**src/rtl/jtag_scan_ctrl.sv**
```systemverilog
// jtag_scan_ctrl: turns IR/DR scan and TAP-reset requests into TCK/TMS/TDI
// waveforms and returns the TDO bits captured during the shift.
// Optional build macro JTAG_SCAN_RTI_PAD_EN: adds 4 TCK in Run-Test/Idle
// after Update, before the response is posted.
module jtag_scan_ctrl #(
  parameter int CLK_DIV = 4,
  parameter int MAX_LEN = 64,
  parameter int LEN_W   = $clog2(MAX_LEN + 1)
) (
  input  logic               clk_i,
  input  logic               rst_i,
  input  logic               req_valid_i,
  output logic               req_ready_o,
  input  logic               req_tap_rst_i,
  input  logic               req_ir_i,
  input  logic [LEN_W-1:0]   req_len_i,
  input  logic [MAX_LEN-1:0] req_data_i,
  output logic               rsp_valid_o,
  input  logic               rsp_ready_i,
  output logic [MAX_LEN-1:0] rsp_data_o,
  output logic               rsp_err_o,
  output logic               jtag_tck_o,
  output logic               jtag_tms_o,
  output logic               jtag_tdi_o,
  input  logic               jtag_tdo_i,
  output logic               jtag_trst_no,
  output logic               busy_o
);

  localparam int DIV_W = $clog2(CLK_DIV + 1);
  localparam int IDX_W = (MAX_LEN > 1) ? $clog2(MAX_LEN) : 1;
  localparam logic [DIV_W-1:0] DIV_LAST = DIV_W'(CLK_DIV - 1);
  localparam logic [DIV_W-1:0] DIV_ONE  = {{(DIV_W-1){1'b0}}, 1'b1};
  localparam logic [LEN_W-1:0] LEN_ONE  = {{(LEN_W-1){1'b0}}, 1'b1};
  localparam logic [LEN_W-1:0] LEN_MAX  = LEN_W'(MAX_LEN);

  typedef enum logic [3:0] {
    IDLE    = 4'd0,
    PREFIX  = 4'd1,
    TLR5    = 4'd2,
    SEL     = 4'd3,
    CAPTURE = 4'd4,
    SHIFT   = 4'd5,
    EXIT1   = 4'd6,
    UPDATE  = 4'd7,
    PAD     = 4'd8,
    RSP     = 4'd9
  } state_t;

  state_t               state_r;
  logic [LEN_W-1:0]     cnt_r;      // TCK index within the current state
  logic [DIV_W-1:0]     div_cnt_r;  // clk_i cycles within the TCK half-period
  logic                 arm_r;      // next half-period boundary opens the first TCK
  logic                 tlr_flag_r; // TAP may sit in Test-Logic-Reset
  logic                 ir_r;
  logic [LEN_W-1:0]     len_r;
  logic [MAX_LEN-1:0]   data_r;
  logic                 len_bad_s;

  assign len_bad_s = (req_len_i == {LEN_W{1'b0}}) || (req_len_i > LEN_MAX);

  // Index of the last TCK spent in a state.
  function automatic logic [LEN_W-1:0] last_idx(input state_t st, input logic ir,
                                                input logic [LEN_W-1:0] len);
    case (st)
      TLR5:    last_idx = LEN_W'(3'd5);
      SEL:     last_idx = ir ? LEN_ONE : {LEN_W{1'b0}};
      CAPTURE: last_idx = LEN_ONE;
      SHIFT:   last_idx = len - LEN_ONE;
      PAD:     last_idx = LEN_W'(2'd3);
      default: last_idx = {LEN_W{1'b0}};
    endcase
  endfunction

  // State entered after the last TCK of a state.
  function automatic state_t next_state(input state_t st);
    case (st)
      PREFIX:  next_state = SEL;
      TLR5:    next_state = RSP;
      SEL:     next_state = CAPTURE;
      CAPTURE: next_state = SHIFT;
      SHIFT:   next_state = EXIT1;
      EXIT1:   next_state = UPDATE;
`ifdef JTAG_SCAN_RTI_PAD_EN
      UPDATE:  next_state = PAD;
`else
      UPDATE:  next_state = RSP;
`endif
      PAD:     next_state = RSP;
      default: next_state = IDLE;
    endcase
  endfunction

  // TMS level driven during TCK number c of state st.
  function automatic logic tms_of(input state_t st, input logic [LEN_W-1:0] c,
                                  input logic [LEN_W-1:0] len);
    case (st)
      TLR5:    tms_of = (c != LEN_W'(3'd5));
      SEL:     tms_of = 1'b1;
      SHIFT:   tms_of = (c == len - LEN_ONE);
      EXIT1:   tms_of = 1'b1;
      default: tms_of = 1'b0;
    endcase
  endfunction

  // TDI level driven during TCK number c of state st.
  function automatic logic tdi_of(input state_t st, input logic [LEN_W-1:0] c,
                                  input logic [MAX_LEN-1:0] data);
    tdi_of = (st == SHIFT) ? data[c[IDX_W-1:0]] : 1'b0;
  endfunction

  // Request/response handshake, TCK generation and scan sequencing.
  always_ff @(posedge clk_i or posedge rst_i) begin
    if (rst_i) begin
      state_r      <= IDLE;
      cnt_r        <= {LEN_W{1'b0}};
      div_cnt_r    <= {DIV_W{1'b0}};
      arm_r        <= 1'b0;
      tlr_flag_r   <= 1'b1;
      ir_r         <= 1'b0;
      len_r        <= {LEN_W{1'b0}};
      data_r       <= {MAX_LEN{1'b0}};
      req_ready_o  <= 1'b0;
      rsp_valid_o  <= 1'b0;
      rsp_data_o   <= {MAX_LEN{1'b0}};
      rsp_err_o    <= 1'b0;
      jtag_tck_o   <= 1'b0;
      jtag_tms_o   <= 1'b1;
      jtag_tdi_o   <= 1'b0;
      jtag_trst_no <= 1'b0;
      busy_o       <= 1'b0;
    end else begin
      jtag_trst_no <= 1'b1;
      case (state_r)
        IDLE: begin
          if (req_valid_i && req_ready_o) begin
            req_ready_o <= 1'b0;
            busy_o      <= 1'b1;
            rsp_data_o  <= {MAX_LEN{1'b0}};
            rsp_err_o   <= 1'b0;
            ir_r        <= req_ir_i;
            len_r       <= req_len_i;
            data_r      <= req_data_i;
            cnt_r       <= {LEN_W{1'b0}};
            div_cnt_r   <= DIV_LAST;
            arm_r       <= 1'b1;
            if (req_tap_rst_i) begin
              state_r    <= TLR5;
              tlr_flag_r <= 1'b0;
            end else if (len_bad_s) begin
              state_r <= RSP;
            end else begin
              state_r    <= tlr_flag_r ? PREFIX : SEL;
              tlr_flag_r <= 1'b0;
            end
          end else begin
            req_ready_o <= 1'b1;
          end
        end
        PREFIX, TLR5, SEL, CAPTURE, SHIFT, EXIT1, UPDATE, PAD: begin
          if (div_cnt_r != DIV_LAST) begin
            div_cnt_r <= div_cnt_r + DIV_ONE;
          end else begin
            div_cnt_r <= {DIV_W{1'b0}};
            if (arm_r) begin
              // Start of the first low phase: present the first TMS/TDI.
              arm_r      <= 1'b0;
              jtag_tms_o <= tms_of(state_r, cnt_r, len_r);
              jtag_tdi_o <= tdi_of(state_r, cnt_r, data_r);
            end else if (!jtag_tck_o) begin
              jtag_tck_o <= 1'b1;
              if (state_r == SHIFT) begin
                rsp_data_o[cnt_r[IDX_W-1:0]] <= jtag_tdo_i;
              end
            end else begin
              jtag_tck_o <= 1'b0;
              if (cnt_r != last_idx(state_r, ir_r, len_r)) begin
                cnt_r      <= cnt_r + LEN_ONE;
                jtag_tms_o <= tms_of(state_r, cnt_r + LEN_ONE, len_r);
                jtag_tdi_o <= tdi_of(state_r, cnt_r + LEN_ONE, data_r);
              end else if (next_state(state_r) == RSP) begin
                state_r     <= RSP;
                rsp_valid_o <= 1'b1;
                busy_o      <= 1'b0;
                jtag_tms_o  <= 1'b0;
                jtag_tdi_o  <= 1'b0;
              end else begin
                state_r    <= next_state(state_r);
                cnt_r      <= {LEN_W{1'b0}};
                jtag_tms_o <= tms_of(next_state(state_r), {LEN_W{1'b0}}, len_r);
                jtag_tdi_o <= tdi_of(next_state(state_r), {LEN_W{1'b0}}, data_r);
              end
            end
          end
        end
        RSP: begin
          if (!rsp_valid_o) begin
            // Only an illegal length arrives here without a posted response.
            rsp_valid_o <= 1'b1;
            rsp_err_o   <= 1'b1;
            busy_o      <= 1'b0;
            arm_r       <= 1'b0;
          end else if (rsp_ready_i) begin
            rsp_valid_o <= 1'b0;
            req_ready_o <= 1'b1;
            state_r     <= IDLE;
          end
        end
        default: begin
          state_r     <= IDLE;
          jtag_tck_o  <= 1'b0;
          rsp_valid_o <= 1'b0;
          busy_o      <= 1'b0;
          req_ready_o <= 1'b0;
        end
      endcase
    end
  end

endmodule
```
**config.mk**
```make
export PLATFORM = sky130hd
export DESIGN_NAME = jtag_scan_ctrl
export DESIGN_NICKNAME = d
export VERILOG_FILES = /design/src/rtl/jtag_scan_ctrl.sv
export SDC_FILE = /design/constraint.sdc
export NUM_CORES = 1
export LEC_CHECK = 0
export ABC_CLOCK_PERIOD_IN_PS = 7600
export CORE_MARGIN = 2
export CORE_UTILIZATION = 50
export DETAILED_ROUTE_END_ITERATION = 12
export HOLD_SLACK_MARGIN = 0.06
export PLACE_DENSITY = 0.78
export RECOVER_POWER = 25
export SYNTH_ARGS = -nofsm -noshare
export SYNTH_HDL_FRONTEND = slang
export SYNTH_SLANG_ARGS = --single-unit
```
**constraint.sdc**
```tcl
create_clock -name clk_i -period 7.6 [get_ports clk_i]
set_input_delay 1.52 -clock clk_i [delete_from_list [all_inputs] [get_ports clk_i]]
set_output_delay 1.52 -clock clk_i [all_outputs]
set_load 0.005 [all_outputs]
```
==> flow_summary.yaml <==
logic_synthesis:
  yosysWarnings: 0
  ys_types: 74
  synthCells: 844
  synth.avg_cell_area_um2: 10.4
  synth-edff-count: 0
  synth_ff_type: "dfrtp_1"
  syn_nets: 933
  synth-seq-cells: 160
  syn_area_um2: 8800
  async_flop_share_pct: 100
  seq_area_frac_synth_pct: 45.5
sta:
  hold_viol: 0
  maxSlewViolCount: 104
  layout_setup_ws_ns: 2.64
  setup-violations-final: 0
  period_share_pct: 65.3
  worst_pin_slew_ns: 4.46
  rsz0062_at_grt: "no"
  fin_tns_setup_ns: 0
  finClkSkew_ns: 0.00709
  fin_crit_ns: 4.96
  max_slew_margin_pct: -199
  max_freq_mhz: 202
final_layout:
  nNetsFinal: 1056
  fin_area_um2: 11000
  drive_above_1_share_pct: 16.9
  num_antenna_cells: 0
  syn_to_final_growth_pct: 25.3
outcome:
  status: "finished, violations left"
  violations: "max-capacitance violations, max-slew violations"
cts:
  holdBufCountCts: 0
  clock-sinks: 160
  cts_tree: "built"
  h-tree-depth: 4
  root_buffer: "clkbuf_16"
  ctsResizeCount: 0
  clockBufferDepth: 2
  path_clk_slew_ns: 0.06
  post_cts_buffers: 0
  cts_made_buffers: 17
  clock_latency_ns: 0.42
setup_path:
  critical_path.startpoint_type: "primary input"
  critPathCaptureType: "asynchronous set/reset pin"
  critPathRequiredTime_ns: 8.07
  worstSetupStartpoint: "rst_i"
  crit_type: "primary input to asynchronous set/reset pin"
  worstPathArrival_ns: 5.43
  endpoint: "rsp_data_o[53]$_DFFE_PP0P_"
  regToRegSetupSlack_ns: 4.00
  ff2ff_path_depth: 8
  reg2reg_to: "rsp_data_o[48]$_DFFE_PP0P_"
  rr_startpoint: "state_r[3]$_DFFE_PP0P_"
  critPathMaxFanout: 103
flow_run:
  cap_violations: 1
global_routing:
  antenna_found_initial: 0
  grt_pass1_wl_um: 39900
  grt_overflow: 0
  grt_pass1_vias: 7358
  track_usage_pct: 27.8
  grt_max_degree: 104
placed_design:
  dp.final_hpwl_um: 16900
  place_congestion: 0.888
  placed_cell_area_um2: 10400
  port_buffers: 149
  pre_cts_ws_ns: 3.33
route:
  wire_per_inst_um: 20.5
  drt_pass1_iterations: 7
  wirelength_um: 24700
  via_per_inst: 6.22
  ant_nets: 0
  vias: 7491
  route.detailed.drc: 0
  drtIter0Drc: 704
floorplan:
  design.die.area_um2: 18700
  coreArea_um2: 17200
  std_cell_rows: 48
  die_h_um: 137
  num_io_pins: 150
  start_util_pct: 51.0
  fp.dieW_um: 137
hold_path:
  holdPathStages: 2
  hp-class: "flop to flop"
power:
  p_per_area_nw_per_um2: 353
  ir_drop_mv: 0.250
  p_leak_nw: 4.39
critical path: stages:
cell and delay, ns:
clkdlybuf4s50_1 0.41, clkinvlp_2 2.48, buf_4 0.91
worst min-delay path by stage:
stage	from	end	slack (ns)
2_1_floorplan	tlr_flag_r$_DFFE_PP1P_	tlr_flag_r$_DFFE_PP1P_	0.43
3_3_place_gp	tlr_flag_r$_DFFE_PP1P_	tlr_flag_r$_DFFE_PP1P_	0.44
3_5_place_dp	tlr_flag_r$_DFFE_PP1P_	tlr_flag_r$_DFFE_PP1P_	0.45
4_1_cts	tlr_flag_r$_DFFE_PP1P_	tlr_flag_r$_DFFE_PP1P_	0.46
5_1_grt	tlr_flag_r$_DFFE_PP1P_	tlr_flag_r$_DFFE_PP1P_	0.47
6_report	tlr_flag_r$_DFFE_PP1P_	tlr_flag_r$_DFFE_PP1P_	0.46
cells in the mapped netlist (all sizes together) (3+ instances only):
cell | n | share of area (%)
nor2b | 6 | 0.43
mux2i | 13 | 1.5
and3 | 5 | 0.36
ha | 11 | 1.6
clkbuf | 35 | 1.5
o2bb2ai | 3 | 0.30
nor2 | 41 | 1.7
inv | 19 | 0.81
o211ai | 3 | 0.26
a221oi | 4 | 0.40
a22oi | 7 | 0.60
o22ai | 4 | 0.28
a31oi | 6 | 0.43
dfrtp | 158 | 45
nor3 | 22 | 1.3
or3 | 5 | 0.41
xor2 | 4 | 0.40
and3b | 3 | 0.30
a21oi | 75 | 4.3
xnor2 | 15 | 1.5
a211oi | 6 | 0.63
a2111oi | 3 | 0.74
nand4 | 6 | 0.43
nand3 | 14 | 0.80
buf | 20 | 1.1
nand2 | 49 | 2.1
o221ai | 4 | 0.47
o21ai | 153 | 8.8
mux2 | 77 | 10
o21a | 4 | 0.34
mux4 | 25 | 6.4
a311oi | 3 | 0.30
nand2b | 3 | 0.21
and2 | 3 | 0.21
power breakdown:
group,total (mW),internal [mW],switching [mW]
registers,1.33,1.09,0.236
clock network,0.846,0.493,0.352
logic,1.72,0.802,0.915
cell type report:
| type | count | area [um^2] |
|---|---|---|
| flip-flops and latches | 160 | 4010 |
| multi-input cells | 610 | 4520 |
| fillers | 1367 | 6210 |
| clock buffers | 20 | 447 |
| well taps | 225 | 282 |
| inverters | 19 | 72.6 |
| clock inverters | 11 | 130 |
| repair buffers | 159 | 1570 |
metal layers:
layer	vias to the layer above	track usage (%)	share of wire, %
met2	347	44.4	49
met4	0	9.20	2.2
met1	3680	38.2	41
met3	47	5.56	7.2
met5	-	0	0
li1	3417	-	-
registers in the layout, indices dropped and copies added (netlist names), 3 cells and up:
| register | count |
|---|---|
| cnt_r | 7 |
| div_cnt_r | 3 |
| len_r | 7 |
| data_r | 64 |
| state_r | 4 |
| rsp_data_o | 64 |
through the flow:
| stage | hold slack, ns | std cells | total power, mW | util, % |
|---|---|---|---|---|
| finish | 0.462 | 1204 | 3.89 | 63.9 |
| global route | 0.474 | 1204 | 4.14 | 63.9 |
| CTS | 0.463 | 1204 | 3.88 | 64.0 |
| detailed placement | 0.453 | 1173 | 3.01 | 60.6 |
| global placement | 0.444 | 1173 | 2.95 | 60.6 |
| floorplan | 0.431 | 844 | 2.59 | - |
placed cells by master, fill, tap and decap left out, drive strengths merged, types with 4 or more instances in the layout:
master	instances
dfrtp	158
o21ai	153
clkdlybuf4s50	148
mux2	77
a21oi	75
nand2	49
nor2	41
mux4	25
nor3	22
inv	21
clkbuf	20
xnor2	15
nand3	14
mux2i	13
ha	11
buf	10
a22oi	7
nor2b	6
nand4	6
a31oi	6
a211oi	6
and3	5
or3	5
clkinvlp	5
xor2	4
a221oi	4
o22ai	4
o21a	4
o221ai	4
cell families (layout without fill, tap and decap cells):
logic type | Yosys count | count (layout) | share of synthesized area (%)
xor+xnor | 19 | 19 | 1.89
compound gates | 298 | 298 | 20.5
mux | 115 | 115 | 17.9
fa+ha+maj | 11 | 11 | 1.56
simple gates | 166 | 166 | 9.19
flops | 160 | 160 | 45.5
buf+inv | 74 | 209 | 3.41
other cells | 1 | 1 | 0.0426
Note: power is estimated with default switching activity, not from simulation.
